`src/rtl/qmax_reader_if.sv`:
```
// Request/result handshake plus Q-table RAM read and snooped write port for qmax_reader.
// Epsilon-greedy signals exist only when QMAX_EPSILON_EN is defined.
interface qmax_reader_if #(
  parameter int unsigned ACT_W   = 2,
  parameter int unsigned STATE_W = 4,
  parameter int unsigned Q_W     = 16
);
  logic                     start;
  logic [STATE_W-1:0]       state_in;
  logic                     busy;
  logic                     done;
  logic [Q_W-1:0]           max_q;
  logic [ACT_W-1:0]         best_action;
  logic                     mem_rd_en;
  logic [STATE_W+ACT_W-1:0] mem_rd_addr;
  logic [Q_W-1:0]           mem_rd_data;
  logic                     wr_en;
  logic [STATE_W+ACT_W-1:0] wr_addr;
  logic [Q_W-1:0]           wr_data;
`ifdef QMAX_EPSILON_EN
  logic [7:0]               epsilon;
  logic                     explore;

  modport master (
    output start, state_in, mem_rd_data, wr_en, wr_addr, wr_data, epsilon,
    input  busy, done, max_q, best_action, mem_rd_en, mem_rd_addr, explore
  );
  modport slave (
    input  start, state_in, mem_rd_data, wr_en, wr_addr, wr_data, epsilon,
    output busy, done, max_q, best_action, mem_rd_en, mem_rd_addr, explore
  );
`else
  modport master (
    output start, state_in, mem_rd_data, wr_en, wr_addr, wr_data,
    input  busy, done, max_q, best_action, mem_rd_en, mem_rd_addr
  );
  modport slave (
    input  start, state_in, mem_rd_data, wr_en, wr_addr, wr_data,
    output busy, done, max_q, best_action, mem_rd_en, mem_rd_addr
  );
`endif
endinterface

```
`src/rtl/qmax_reader.sv`:
```
// Sweeps all action entries of one state in the Q-table and returns the signed max and its index.
// Define QMAX_EPSILON_EN for epsilon-greedy action selection driven by a 16-bit LFSR.
module qmax_reader #(
  parameter int unsigned N_ACTIONS = 4,
  parameter int unsigned ACT_W     = 2,
  parameter int unsigned STATE_W   = 4,
  parameter int unsigned Q_W       = 16
) (
  input logic          clk,
  input logic          rst_n,
  qmax_reader_if.slave bus
);
  localparam int unsigned       ADDR_W   = STATE_W + ACT_W;
  localparam logic [ACT_W-1:0]  LAST_ACT = ACT_W'(N_ACTIONS - 1);

  typedef enum logic [1:0] {IDLE, ISSUE, DRAIN, DONE} state_e;

  state_e              state_q;
  logic [STATE_W-1:0]  st_q;
  logic [ACT_W-1:0]    act_q;
  logic                busy_q;
  logic                done_q;
  logic                rd_en_q;
  logic [ADDR_W-1:0]   rd_addr_q;
  logic [Q_W-1:0]      max_q_q;
  logic [ACT_W-1:0]    best_q;

  // Return-side pipeline: what was issued last cycle and whether a write hit it then.
  logic                ret_vld_q;
  logic [ACT_W-1:0]    ret_act_q;
  logic                iss_hit_q;
  logic [Q_W-1:0]      iss_data_q;
  logic [Q_W-1:0]      run_max_q;
  logic [ACT_W-1:0]    run_act_q;

  logic [ADDR_W-1:0]   ret_addr;
  logic [Q_W-1:0]      word_d;
  logic [Q_W-1:0]      run_max_d;
  logic [ACT_W-1:0]    run_act_d;
  logic                take;

`ifdef QMAX_EPSILON_EN
  logic [15:0]         lfsr_q;
  logic                explore_q;
`endif

  // A write in the return cycle is newer than one seen at issue, so it takes priority.
  always_comb begin
    ret_addr = {st_q, ret_act_q};
    if (bus.wr_en && (bus.wr_addr == ret_addr)) begin
      word_d = bus.wr_data;
    end else if (iss_hit_q) begin
      word_d = iss_data_q;
    end else begin
      word_d = bus.mem_rd_data;
    end
    take      = ret_vld_q && ((ret_act_q == '0) || ($signed(word_d) > $signed(run_max_q)));
    run_max_d = take ? word_d : run_max_q;
    run_act_d = take ? ret_act_q : run_act_q;
  end

  always_ff @(posedge clk or negedge rst_n) begin
    if (!rst_n) begin
      state_q    <= IDLE;
      st_q       <= '0;
      act_q      <= '0;
      busy_q     <= 1'b0;
      done_q     <= 1'b0;
      rd_en_q    <= 1'b0;
      rd_addr_q  <= '0;
      max_q_q    <= '0;
      best_q     <= '0;
      ret_vld_q  <= 1'b0;
      ret_act_q  <= '0;
      iss_hit_q  <= 1'b0;
      iss_data_q <= '0;
      run_max_q  <= '0;
      run_act_q  <= '0;
`ifdef QMAX_EPSILON_EN
      lfsr_q     <= 16'hACE1;
      explore_q  <= 1'b0;
`endif
    end else begin
      ret_vld_q  <= rd_en_q;
      ret_act_q  <= rd_addr_q[ACT_W-1:0];
      iss_hit_q  <= rd_en_q && bus.wr_en && (bus.wr_addr == rd_addr_q);
      iss_data_q <= bus.wr_data;
      run_max_q  <= run_max_d;
      run_act_q  <= run_act_d;
`ifdef QMAX_EPSILON_EN
      lfsr_q     <= {lfsr_q[14:0], lfsr_q[15] ^ lfsr_q[13] ^ lfsr_q[12] ^ lfsr_q[10]};
`endif
      case (state_q)
        IDLE: begin
          if (bus.start) begin
            state_q   <= ISSUE;
            st_q      <= bus.state_in;
            act_q     <= '0;
            busy_q    <= 1'b1;
            rd_en_q   <= 1'b1;
            rd_addr_q <= {bus.state_in, {ACT_W{1'b0}}};
          end
        end
        ISSUE: begin
          if (act_q == LAST_ACT) begin
            state_q <= DRAIN;
            rd_en_q <= 1'b0;
          end else begin
            act_q     <= act_q + ACT_W'(1);
            rd_addr_q <= {st_q, act_q + ACT_W'(1)};
          end
        end
        DRAIN: begin
          state_q <= DONE;
          busy_q  <= 1'b0;
          done_q  <= 1'b1;
          max_q_q <= run_max_d;
`ifdef QMAX_EPSILON_EN
          if (lfsr_q[7:0] < bus.epsilon) begin
            best_q    <= lfsr_q[8 +: ACT_W];
            explore_q <= 1'b1;
          end else begin
            best_q    <= run_act_d;
            explore_q <= 1'b0;
          end
`else
          best_q  <= run_act_d;
`endif
        end
        DONE: begin
          state_q <= IDLE;
          done_q  <= 1'b0;
        end
        default: state_q <= IDLE;
      endcase
    end
  end

  assign bus.busy        = busy_q;
  assign bus.done        = done_q;
  assign bus.max_q       = max_q_q;
  assign bus.best_action = best_q;
  assign bus.mem_rd_en   = rd_en_q;
  assign bus.mem_rd_addr = rd_addr_q;
`ifdef QMAX_EPSILON_EN
  assign bus.explore     = explore_q;
`endif

endmodule

```
`src/flat_wrapper.sv`:
```
// flat-port wrapper written by rule: the top's interface ports become plain ports
module qmax_reader_flat 
#(
  parameter int unsigned N_ACTIONS = 4,
  parameter int unsigned ACT_W     = 2,
  parameter int unsigned STATE_W   = 4,
  parameter int unsigned Q_W       = 16
)
  (clk, rst_n, bus_start, bus_state_in, bus_mem_rd_data, bus_wr_en, bus_wr_addr, bus_wr_data, bus_busy, bus_done, bus_max_q, bus_best_action, bus_mem_rd_en, bus_mem_rd_addr);
  qmax_reader_if #(.ACT_W(ACT_W), .STATE_W(STATE_W), .Q_W(Q_W)) bus_i ();
  input logic clk;
  input logic rst_n;
  input wire logic [$bits(bus_i.start)-1:0] bus_start;
  input wire logic [$bits(bus_i.state_in)-1:0] bus_state_in;
  input wire logic [$bits(bus_i.mem_rd_data)-1:0] bus_mem_rd_data;
  input wire logic [$bits(bus_i.wr_en)-1:0] bus_wr_en;
  input wire logic [$bits(bus_i.wr_addr)-1:0] bus_wr_addr;
  input wire logic [$bits(bus_i.wr_data)-1:0] bus_wr_data;
  output wire logic [$bits(bus_i.busy)-1:0] bus_busy;
  output wire logic [$bits(bus_i.done)-1:0] bus_done;
  output wire logic [$bits(bus_i.max_q)-1:0] bus_max_q;
  output wire logic [$bits(bus_i.best_action)-1:0] bus_best_action;
  output wire logic [$bits(bus_i.mem_rd_en)-1:0] bus_mem_rd_en;
  output wire logic [$bits(bus_i.mem_rd_addr)-1:0] bus_mem_rd_addr;
  assign bus_i.start = bus_start;
  assign bus_i.state_in = bus_state_in;
  assign bus_i.mem_rd_data = bus_mem_rd_data;
  assign bus_i.wr_en = bus_wr_en;
  assign bus_i.wr_addr = bus_wr_addr;
  assign bus_i.wr_data = bus_wr_data;
  assign bus_busy = bus_i.busy;
  assign bus_done = bus_i.done;
  assign bus_max_q = bus_i.max_q;
  assign bus_best_action = bus_i.best_action;
  assign bus_mem_rd_en = bus_i.mem_rd_en;
  assign bus_mem_rd_addr = bus_i.mem_rd_addr;
  qmax_reader #(.N_ACTIONS(N_ACTIONS), .ACT_W(ACT_W), .STATE_W(STATE_W), .Q_W(Q_W)) u_core (.clk(clk), .rst_n(rst_n), .bus(bus_i));
endmodule
```
`config.mk`:
```
export PLATFORM = sky130hd
export DESIGN_NAME = qmax_reader_flat
export DESIGN_NICKNAME = d
export VERILOG_FILES = /design/src/rtl/qmax_reader_if.sv /design/src/rtl/qmax_reader.sv /design/src/flat_wrapper.sv
export SDC_FILE = /design/constraint.sdc
export NUM_CORES = 1
export LEC_CHECK = 0
export ABC_AREA = 1
export CAP_MARGIN = 5
export CORE_ASPECT_RATIO = 1.4
export CORE_MARGIN = 10
export CORE_UTILIZATION = 46
export CTS_BUF_LIST = sky130_fd_sc_hd__clkbuf_16
export DETAILED_ROUTE_END_ITERATION = 12
export PLACE_DENSITY = 0.8
export SLEW_MARGIN = 5
export SYNTH_ARGS = -nofsm -noshare
export SYNTH_HDL_FRONTEND = slang
export SYNTH_SLANG_ARGS = --single-unit
```
`constraint.sdc`:
```
create_clock -name clk -period 9.25 [get_ports clk]
set_clock_uncertainty 0.1 [all_clocks]
set_input_delay 1.85 -clock clk [delete_from_list [all_inputs] [get_ports clk]]
set_output_delay 1.85 -clock clk [all_outputs]
set_load 0.05 [all_outputs]
```
== Word level (Yosys, flattened, before mapping) ==
Index checks and enable logic that the tools add are counted.
Storage, ports and cells
  register bits: 73
  latch bits: 0
  memory bits (writable): 0
  memory bits (read-only): 0
  bits of input ports: 46
  output and inout bits: 27
  memories kept: 0
Operators by class
  $add $sub $neg: 1
  multiply operators: 0
  div/mod/pow operators: 0
  magnitude comparators: 1
  equality and inequality tests: 9
  shift-type cells: 0
  mux-type cells: 18
  bitwise logic cells: 0
  reduce and logical (&&, ||, !) cells: 15
Operators by type and width (number)
  $mux 16: 3
  $gt 16x16->1: 1
  $eq 6x6->1: 2
  $mux 6: 2
  $pmux 6 s2: 1
  $mux 2: 5
  $pmux 2 s4: 1
  $eq 2x2->1 const B: 3
  $pmux 1 s2: 3
  $reduce_and 2->1: 3
  $reduce_and 3->1: 2
  $reduce_bool 2->1: 3
  $logic_and 1x1->1: 4
  $logic_not 2->1: 2
  $ne 2x2->1 const B: 2
  $pmux 2 s2: 1
  $add 2x1->2 const B: 1
  $eq 2x1->1 const B: 1
  $mux 1: 2
  $ne 2x1->1 const B: 1
  $logic_or 1x1->1: 1

== Longest topological paths before layout ==
Gate-level depths: netlist of run 1.
  word-level depth: 7
  mapped depth: 26

== Worst setup path after synthesis of run 1 ==
Ideal clock, no wire load.
  path type: input-to-reg
  start: input bus_wr_addr[2]
  end: register u_core.run_max_q[10]
  arrival time: 4.186 ns
  required time: 9.031 ns
  path slack: 4.845 ns
  stages: 22
  path through: xor2_1 > a211oi_4 > nand3_4 > buf_6 > nand2_2 > nand2_2 > inv_1 > ha_1 > nand2_1 > inv_1 > nand2_1 > nand2_1 > nand2_1 > nand2_1 > nor2_1 > nand3_1 > nand3_1 > nand2_4 > nand2_4 > buf_4 > nand2_1 > and2_1
Between the ends
  word-level cells in the longest chain between the ends: 7
Ends and longest elaborated chain
  start: declaration: RTL line flat_wrapper.sv:17  | input wire logic [$bits(bus_i.wr_addr)-1:0] bus_wr_addr;
  $eq 6x6->1 (*): RTL line qmax_reader.sv:50  | if (bus.wr_en && (bus.wr_addr == ret_addr)) begin
  $logic_and 1x1->1 (*): RTL line qmax_reader.sv:50
  $mux 16 (*): RTL line qmax_reader.sv:50
  $gt 16x16->1: RTL line qmax_reader.sv:57  | take = ret_vld_q && ((ret_act_q == '0) || ($signed(word_d) > $signed(run_max_q)));
  $logic_or 1x1->1: RTL line qmax_reader.sv:57
  $logic_and 1x1->1: RTL line qmax_reader.sv:57
  $mux 16 (*): RTL line qmax_reader.sv:58  | run_max_d = take ? word_d : run_max_q;
  net u_core.run_max_d[10]: RTL line qmax_reader.sv:38  | logic [Q_W-1:0] run_max_d;
  end signal: assignment: RTL line qmax_reader.sv:88  | run_max_q <= run_max_d;
  end: declaration: RTL line qmax_reader.sv:33  | logic [Q_W-1:0] run_max_q;
Mark *: on every way through the listed nets, which the timed path passes. The rest lies on a longest branch.
A chain may end at the register's enable or synchronous reset.

== Final worst setup path of run 1 ==
  start: input bus_wr_addr[0]
  end: register u_core.max_q_q[7], in the netlist u_core.bus.max_q[7]
Between the ends
  word-level cells in the longest chain between the ends: 7
Ends and longest elaborated chain
  $eq 6x6->1 (*): RTL line qmax_reader.sv:50
  $logic_and 1x1->1 (*): RTL line qmax_reader.sv:50
  $mux 16 (*): RTL line qmax_reader.sv:50
  $gt 16x16->1: RTL line qmax_reader.sv:57
  $logic_or 1x1->1: RTL line qmax_reader.sv:57
  $logic_and 1x1->1: RTL line qmax_reader.sv:57
  $mux 16 (*): RTL line qmax_reader.sv:58
  end signal: assignment: RTL line qmax_reader.sv:117  | max_q_q <= run_max_d;
  end: declaration: RTL line qmax_reader.sv:25  | logic [Q_W-1:0] max_q_q;
Every way passes the cells marked *; elsewhere a longest branch is shown, timed or not.

==> results of run 1 <==
==> final timing paths <==
check	from	end	slack, ps	cells after the start
setup reg to reg	u_core.st_q[0]	u_core.bus.max_q[7]	5240	20
max in group asynchronous	rst_n	u_core.iss_data_q[9]	6850	2
setup / recovery	bus_wr_addr[0]	u_core.bus.max_q[7]	3640	21
hold / removal	u_core.bus.mem_rd_addr[0]	u_core.ret_act_q[0]	370	0
hold reg to reg	u_core.bus.mem_rd_addr[0]	u_core.ret_act_q[0]	370	0
min in group asynchronous	rst_n	u_core.bus.best_action[0]	1630	2
==> cells in the mapped netlist <==
library cell,count,area (um^2)
sky130_fd_sc_hd__mux2i_1,1,10.01
sky130_fd_sc_hd__inv_2,7,26.28
sky130_fd_sc_hd__nor4_1,1,6.260
sky130_fd_sc_hd__a211oi_4,2,40.04
sky130_fd_sc_hd__clkbuf_1,4,15.01
sky130_fd_sc_hd__o21ai_1,3,15.01
sky130_fd_sc_hd__buf_4,4,30.03
sky130_fd_sc_hd__o22ai_1,3,18.77
sky130_fd_sc_hd__and2_1,18,112.6
sky130_fd_sc_hd__nor2_1,14,52.55
sky130_fd_sc_hd__a21oi_2,1,8.760
sky130_fd_sc_hd__a21oi_1,5,25.02
sky130_fd_sc_hd__dfrtp_1,71,1777
sky130_fd_sc_hd__buf_6,3,33.78
sky130_fd_sc_hd__nand4_1,8,50.05
sky130_fd_sc_hd__ha_1,21,262.8
sky130_fd_sc_hd__nand2_2,20,125.1
sky130_fd_sc_hd__clkinv_1,7,26.28
sky130_fd_sc_hd__or2_2,1,6.260
sky130_fd_sc_hd__nand3_2,10,100.1
sky130_fd_sc_hd__inv_1,79,296.5
sky130_fd_sc_hd__a221oi_1,1,8.760
sky130_fd_sc_hd__nand2_4,2,22.52
sky130_fd_sc_hd__o22ai_2,1,12.51
sky130_fd_sc_hd__nand3b_1,1,7.510
sky130_fd_sc_hd__o211ai_1,2,15.01
sky130_fd_sc_hd__inv_4,1,6.260
sky130_fd_sc_hd__a21o_1,1,7.510
sky130_fd_sc_hd__nor3_1,2,10.01
sky130_fd_sc_hd__nand2_1,151,566.8
sky130_fd_sc_hd__nand3_1,32,160.2
sky130_fd_sc_hd__a31oi_1,3,18.77
sky130_fd_sc_hd__o21ai_0,4,20.02
sky130_fd_sc_hd__o2111ai_1,1,8.760
sky130_fd_sc_hd__nand3_4,1,17.52
sky130_fd_sc_hd__nand4_2,10,125.1
sky130_fd_sc_hd__nor2_2,1,6.260
sky130_fd_sc_hd__clkbuf_4,1,7.510
sky130_fd_sc_hd__clkbuf_8,2,27.53
sky130_fd_sc_hd__xor2_1,5,43.79
==> registers in the layout (all words and copies together), names as in the netlist <==
signal,count
u_core.bus.best_action,2
u_core.bus.busy,1
u_core.bus.done,1
u_core.bus.max_q,16
u_core.bus.mem_rd_addr,6
u_core.bus.mem_rd_en,1
u_core.iss_data_q,16
u_core.iss_hit_q,1
u_core.ret_act_q,2
u_core.ret_vld_q,1
u_core.run_act_q,2
u_core.run_max_q,16
u_core.st_q,4
u_core.state_q,2
==> metal layers <==
layer | vias up | global-route usage (%)
met5 | - | 0
met4 | 0 | 8.268
met2 | 78 | 26.17
met1 | 1567 | 16.90
li1 | 1708 | -
met3 | 26 | 4.774
==> power groups by stage <==
stage	combinational [mW]	clock, mW	sequential (mW)
final	0.936	0.354	0.519
after global routing	1.04	0.376	0.533
after CTS	0.947	0.361	0.519
after detailed placement	0.940	0	0.520
after global placement	0.915	0	0.516
after floorplan	0.509	0	0.698
==> cell type report <==
| class | count | share of cell area, % |
|---|---|---|
| Inverter | 94 | 6.867 |
| Tap cell | 105 | 2.539 |
| Clock buffer | 9 | 4.352 |
| Multi-Input combinational cell | 326 | 36.41 |
| Sequential cell | 71 | 34.33 |
| Clock inverter | 6 | 1.523 |
| Timing Repair Buffer | 73 | 13.97 |
==> through the flow <==
stage	utilization (%)	cell area [um^2]	power, mW	setup WS (ps)	hold slack (ps)
detailed placement	56.26	4871	1.460	3353	345.1
global placement	56.26	4871	1.431	3494	328.4
global route	59.77	5175	1.945	3346	380.0
CTS	59.77	5175	1.828	3654	362.3
finish	59.77	5175	1.809	3635	373.7
floorplan	-	4130	1.207	4845	389.7
==> logic make-up (layout without fill, tap and decap cells) <==
group	count (synthesis)	count (layout)
simple gates	272	272
fa+ha+maj	21	21
xor+xnor	5	5
buf+inv	108	182
compound gates	27	27
flops	71	71
mux	1	1
==> implementation parameters, run 1 <==
Parameter                              Value

Power and ir drop
  Switching Share    45.72%
  Peak supply drop    0.2735 mV
  Sequential group share of total power    28.7%
  Total internal power    0.9817 mW
  Power per Cell Area    349.5 nW/um^2
  Clock Power Share    19.6%
  Reported leakage power    2.716 nW
  Comb pwr share    51.7%
  Net switching power    0.8268 mW

Floorplan
  Num rows    40
  I/O pin count    73
  Starting density of the core    47.70%
  Die Y-Extent    132.1 um
  Floorplan die area    13,220 um^2
  Floorplan die width    100.1 um
  Standard cell core area    8658 um^2

Timing
  Final setup fails    0
  Final critical-path required period    5615 ps
  Total count of max-transition violations in the final report    0
  Setup Total Neg Slack    0 ps
  Period utilization    60.70%
  Slew margin rel.    37.20%
  RSZ-0062 raised after global routing    false
  Maximum frequency from static timing analysis    178.1 MHz
  Worst Tran Pin Value    939.0 ps
  Hold Vio Cnt, Final    0

Setup path
  Critical Path Most Common Cell    sky130_fd_sc_hd__nand2_1
  Max incr delay on CP    730 ps
  Worst setup path class    input pin to flop
  Nature of the critical path startpoint    input pin
  Family with the most delay on the worst path    simple AND/OR/NAND/NOR gates
  Data required time of the critical path    9410 ps
  Cell-by-cell trace of the critical path    clkdlybuf4s50_1, o22ai_2, a211oi_4, nand3_4, nand2_1, nand2_1, inv_1, ha_1, nand2_1, nor2_1, o21ai_1, nand3_1, nand2_1, nand2_1, nand2_1, nand3_1, nand2_4, nand2_4, nand2_1, nand3_1, nand2_1
  Critical-path cell with the highest stage delay    sky130_fd_sc_hd__a211oi_4
  Worst Path Arrival    5780 ps
  Largest driver fanout on the critical path    19
  Critical path buffers and inverters    2
  CP Capture Type    flop

Placement
  HPWL reported at the end of detailed placement    7.469 mm
  PortBufs    72
  Instance count after placement with tap cells included    669
  Placer's final routability congestion estimate    0.8635

Layout
  Number of fill cells    747
  Antenna Cells    0
  Final cell count without fillers    684
  Most frequent standard cell in the layout excluding fill and tap cells    sky130_fd_sc_hd__nand2_1
  Syn-to-layout area delta    25.30%
  Fraction of layout instances using a drive strength above 1    12.26%
  Storage cell area    1777 um^2
  Net count of the finished layout    642
  Leading cell types in the layout, fill and taps excluded    sky130_fd_sc_hd__nand2_1 (151), sky130_fd_sc_hd__inv_1 (81), sky130_fd_sc_hd__clkdlybuf4s50_1 (71), sky130_fd_sc_hd__dfrtp_1 (71), sky130_fd_sc_hd__nand3_1 (32)
  Multi-input logic area    1884 um^2

Global route
  Vias in the first global route    3,642
  Wire length of the first global-routing pass    16.88 mm
  Number of antenna violations at the first check in global routing    0
  GRT Resource Usage Total    15.56%
  Maximum number of pins on one net before global-route repair    72
  Overflow left after global routing    0

Logic synthesis
  Complex-gate fraction of the synthesized area    4.817%
  Flop and latch count out of synthesis    71
  Net count after synthesis    572
  Part of the Yosys area used for sequential elements    43.02%
  Distinct cell type count after synthesis    40
  Per-instance average area after synthesis    8.179 um^2
  Synthesized-area fraction occupied by adder cells    6.362%
  Main combinational cell family by area after synthesis    simple AND/OR/NAND/NOR gates
  Synth Warn #    0
  Portion of netlist area occupied by mux cells    0.2424%
  Simple-gate portion of the synthesized area    33.14%
  Cell count after synthesis    505
  Mapped cell area    4130 um^2
  Xor and xnor fraction of the mapped netlist area    1.060%

Clocking
  Post-CTS Setup Inserts    0
  Clock Latency Late Sink    330 ps
  Sink count of the clock tree    71
  Depth of the CTS H-tree    3
  Clock input transition at the sequential cells of the worst setup and hold paths    50 ps
  Cell chosen for the clock root    sky130_fd_sc_hd__clkbuf_16
  CTS buffer count    9
  Hold buffer count at cts    0
  Buffer levels on the longest clock path    2
  CTS tree    done
  Resize count post-CTS    0

Drt
  Post-detailed-routing wire length    9.927 mm
  Iter 0 DRT Violations    149
  Detailed route wirelength on metal3    502 um
  Met2 wire length    5.124 mm
  First-pass DRT Iterations    4
  Detailed-route wire length per cell    14.51 um
  Via count    3,379
  Highest metal used    met4
  Vias per cell    4.940
  WL met1    3.909 mm
  Residual DRC    0
  Post-detailed-route count of antenna-violating nets    0

Worst hold path
  Worst min-delay path class    flop to flop

Outcome
  Run status    finished, final reports clean

Job
  Count of maximum capacitance violations    0
No activity file was read; power rests on OpenSTA's default activity.
==> inputs of run 2 (changes only) <==
--- a/config.mk
+++ b/config.mk
@@ -12,7 +12,7 @@
 export CORE_UTILIZATION = 46
 export CTS_BUF_LIST = sky130_fd_sc_hd__clkbuf_16
 export DETAILED_ROUTE_END_ITERATION = 12
-export PLACE_DENSITY = 0.8
+export PLACE_DENSITY = 0.83
 export SLEW_MARGIN = 5
 export SYNTH_ARGS = -nofsm -noshare
 export SYNTH_HDL_FRONTEND = slang
==> constraint.sdc (replaced) <==
create_clock -name clk -period 4.6 [get_ports clk]
set_clock_uncertainty 0.1 [all_clocks]
set_input_delay 0.92 -clock clk [delete_from_list [all_inputs] [get_ports clk]]
set_output_delay 0.92 -clock clk [all_outputs]
set_load 0.05 [all_outputs]
==> run 2 against run 1 <==
Compared with the run above: global-route usage up 0.83 points; worst hold slack worse by 8.4 ps; non-clock buffer count increased by 3; first-iteration DRC count increased by 19%; clock power is 120% higher; count of clock-buffer cells in the layout did not move; worst setup slack worse by 3300 ps; sequential share of layout area shrank 0.36 points; critical path type unchanged; largest cell class unchanged.
==> implementation parameters, run 2 (same netlist as run 1, synthesis figures left out) <==
Parameter                              Value

Drt
  Met2 wire length    5.475 mm
  Post-detailed-routing wire length    10.52 mm
  Detailed-route wire length per cell    15.29 um
  Vias per cell    5.073
  Detailed route wirelength on metal3    601 um
  WL met1    4.093 mm
  Post-detailed-route count of antenna-violating nets    0
  First-pass DRT Iterations    5
  Via count    3,490
  Highest metal used    met4
  Residual DRC    0
  Iter 0 DRT Violations    177

Clocking
  Cell chosen for the clock root    sky130_fd_sc_hd__clkbuf_16
  Depth of the CTS H-tree    3
  Post-CTS Setup Inserts    0
  Clock input transition at the sequential cells of the worst setup and hold paths    60 ps
  CTS tree    done
  Buffer levels on the longest clock path    2
  Resize count post-CTS    0
  CTS buffer count    9
  Sink count of the clock tree    71
  Hold buffer count at cts    0
  Clock Latency Late Sink    340 ps

Layout
  Storage cell area    1777 um^2
  Antenna Cells    0
  Total non-filler cell area in the finished layout    5230 um^2
  Syn-to-layout area delta    26.63%
  Multi-input logic area    1884 um^2
  Leading cell types in the layout, fill and taps excluded    sky130_fd_sc_hd__nand2_1 (151), sky130_fd_sc_hd__inv_1 (79), sky130_fd_sc_hd__clkdlybuf4s50_1 (71), sky130_fd_sc_hd__dfrtp_1 (71), sky130_fd_sc_hd__nand3_1 (32)
  Number of fill cells    727
  Net count of the finished layout    645
  Most frequent standard cell in the layout excluding fill and tap cells    sky130_fd_sc_hd__nand2_1
  Fraction of layout instances using a drive strength above 1    13.21%

Setup path
  Critical Path Most Common Cell    sky130_fd_sc_hd__nand2_1
  Worst setup path start    bus_wr_addr[5]
  Worst Path Arrival    4450 ps
  Critical path buffers and inverters    2
  Number of stages on the worst setup path    21
  Source of the worst register-to-register timing path    u_core.ret_act_q[0]
  Critical-path cell with the highest stage delay    sky130_fd_sc_hd__clkdlybuf4s50_1
  Worst setup path class    input pin to flop
  Nature of the critical path startpoint    input pin
  Cell-by-cell trace of the critical path    clkdlybuf4s50_1, o21ai_1, nor2_2, nand3_4, nand2_1, nand2_1, inv_1, ha_1, nand2_1, nor2_1, o21ai_1, nand3_1, nand2_1, nand2_1, nand2_1, nand3_1, nand2_4, nand2_4, nand2_1, nand3_1, nand2_1
  Max incr delay on CP    570 ps
  End of the worst register-to-register path    u_core.bus.max_q[6]
  Largest driver fanout on the critical path    19
  CP Capture Type    flop
  Family with the most delay on the worst path    simple AND/OR/NAND/NOR gates
  Critical path capture point    u_core.bus.max_q[6]
  Data required time of the critical path    4770 ps
  Register-to-Register Setup Slack    990 ps
  Logic depth of the worst register-to-register path    20

Power and ir drop
  Peak supply drop    0.4776 mV
  Reported leakage power    2.743 nW
  Power per Cell Area    717.2 nW/um^2

Timing
  Final critical-path required period    4278 ps
  Worst hold margin    365.4 ps
  Final WS setup    322.2 ps
  RSZ-0062 raised after global routing    false
  Maximum frequency from static timing analysis    233.8 MHz
  Hold Vio Cnt, Final    0
  Worst Tran Pin Value    830.9 ps
  Period utilization    93.00%
  Slew margin rel.    44.61%
  Setup Total Neg Slack    0 ps
  Final setup fails    0
  Total count of max-transition violations in the final report    0

Global route
  GRT Resource Usage Total    16.39%
  Maximum number of pins on one net before global-route repair    42
  Vias in the first global route    3,724
  Overflow left after global routing    0
  Wire length of the first global-routing pass    17.62 mm
  Number of antenna violations at the first check in global routing    0

Placement
  Pre-CTS WS    105.4 ps
  HPWL reported at the end of detailed placement    7.904 mm
  Cell Area, Placed    4893 um^2
  Placer's final routability congestion estimate    0.9426
  PortBufs    72

Floorplan
  Floorplan die area    13,220 um^2
  Floorplan die width    100.1 um
  Standard cell core area    8658 um^2
  Starting density of the core    47.70%
  I/O pin count    73
  Num rows    40
  Die Y-Extent    132.1 um

Outcome
  Run status    finished, final reports clean

Worst hold path
  Cells on Worst Hold Path    0
  Worst min-delay path class    flop to flop

Job
  Count of maximum capacitance violations    0
[run 2: changes by cell type in the layout (fill, tap and decap cells not counted), sizes merged]
cell / change
inv: -2
clkinv: +2
buf: +3
bufinv: +1
[run 2: worst min-delay path by stage]
stage	startpoint	to	slack, ps
final	u_core.bus.mem_rd_addr[0]	u_core.ret_act_q[0]	370
after global routing	u_core.bus.mem_rd_addr[0]	u_core.ret_act_q[0]	380
after CTS	u_core.bus.mem_rd_addr[0]	u_core.ret_act_q[0]	360
after detailed placement	u_core.bus.mem_rd_addr[0]	u_core.ret_act_q[0]	340
after global placement	u_core.bus.mem_rd_addr[0]	u_core.ret_act_q[0]	330
after floorplan	u_core.st_q[0]	u_core.st_q[0]	390
[run 2: area by class of cell]
type / count / area share (%)
multi-input combinational: 326 / 36.03
sequential: 71 / 33.97
timing repair buffer: 76 / 14.26
inverter: 94 / 6.794
clock buffer: 9 / 4.306
tap: 105 / 2.512
clock inverter: 7 / 2.129
[run 2: report_power, final]
part           internal [mW]  leakage (nW)  total (mW)  switching [mW]
combinational          0.646          1.75        1.92            1.27
sequential             0.876         0.831        1.05           0.173
clock                  0.525         0.163       0.784           0.259
[run 2: metal layers]
| metal | up-vias | GRT usage (%) |
|---|---|---|
| li1 | 1713 | - |
| met1 | 1643 | 17.68 |
| met2 | 107 | 28.40 |
| met3 | 27 | 4.932 |
| met4 | 0 | 7.323 |
| met5 | - | 0 |
[run 2: stage by stage]
stage	util (%)	instances	power, mW
after global placement	56.52	672	2.898
final	60.40	688	3.751
after global routing	60.40	688	4.004
after floorplan	-	505	2.427
after CTS	60.40	688	3.769
after detailed placement	56.52	672	2.965
[run 2: worst register-to-register path, delay by kind of cell, from the launching register on]
family | cells | cell delay [ps]
and+or+nand+nor | 13 | 1720
AOI/OAI and AO/OA | 3 | 560
buffers and inverters | 3 | 550
DFF | 1 | 360
adders and majority gates | 1 | 270
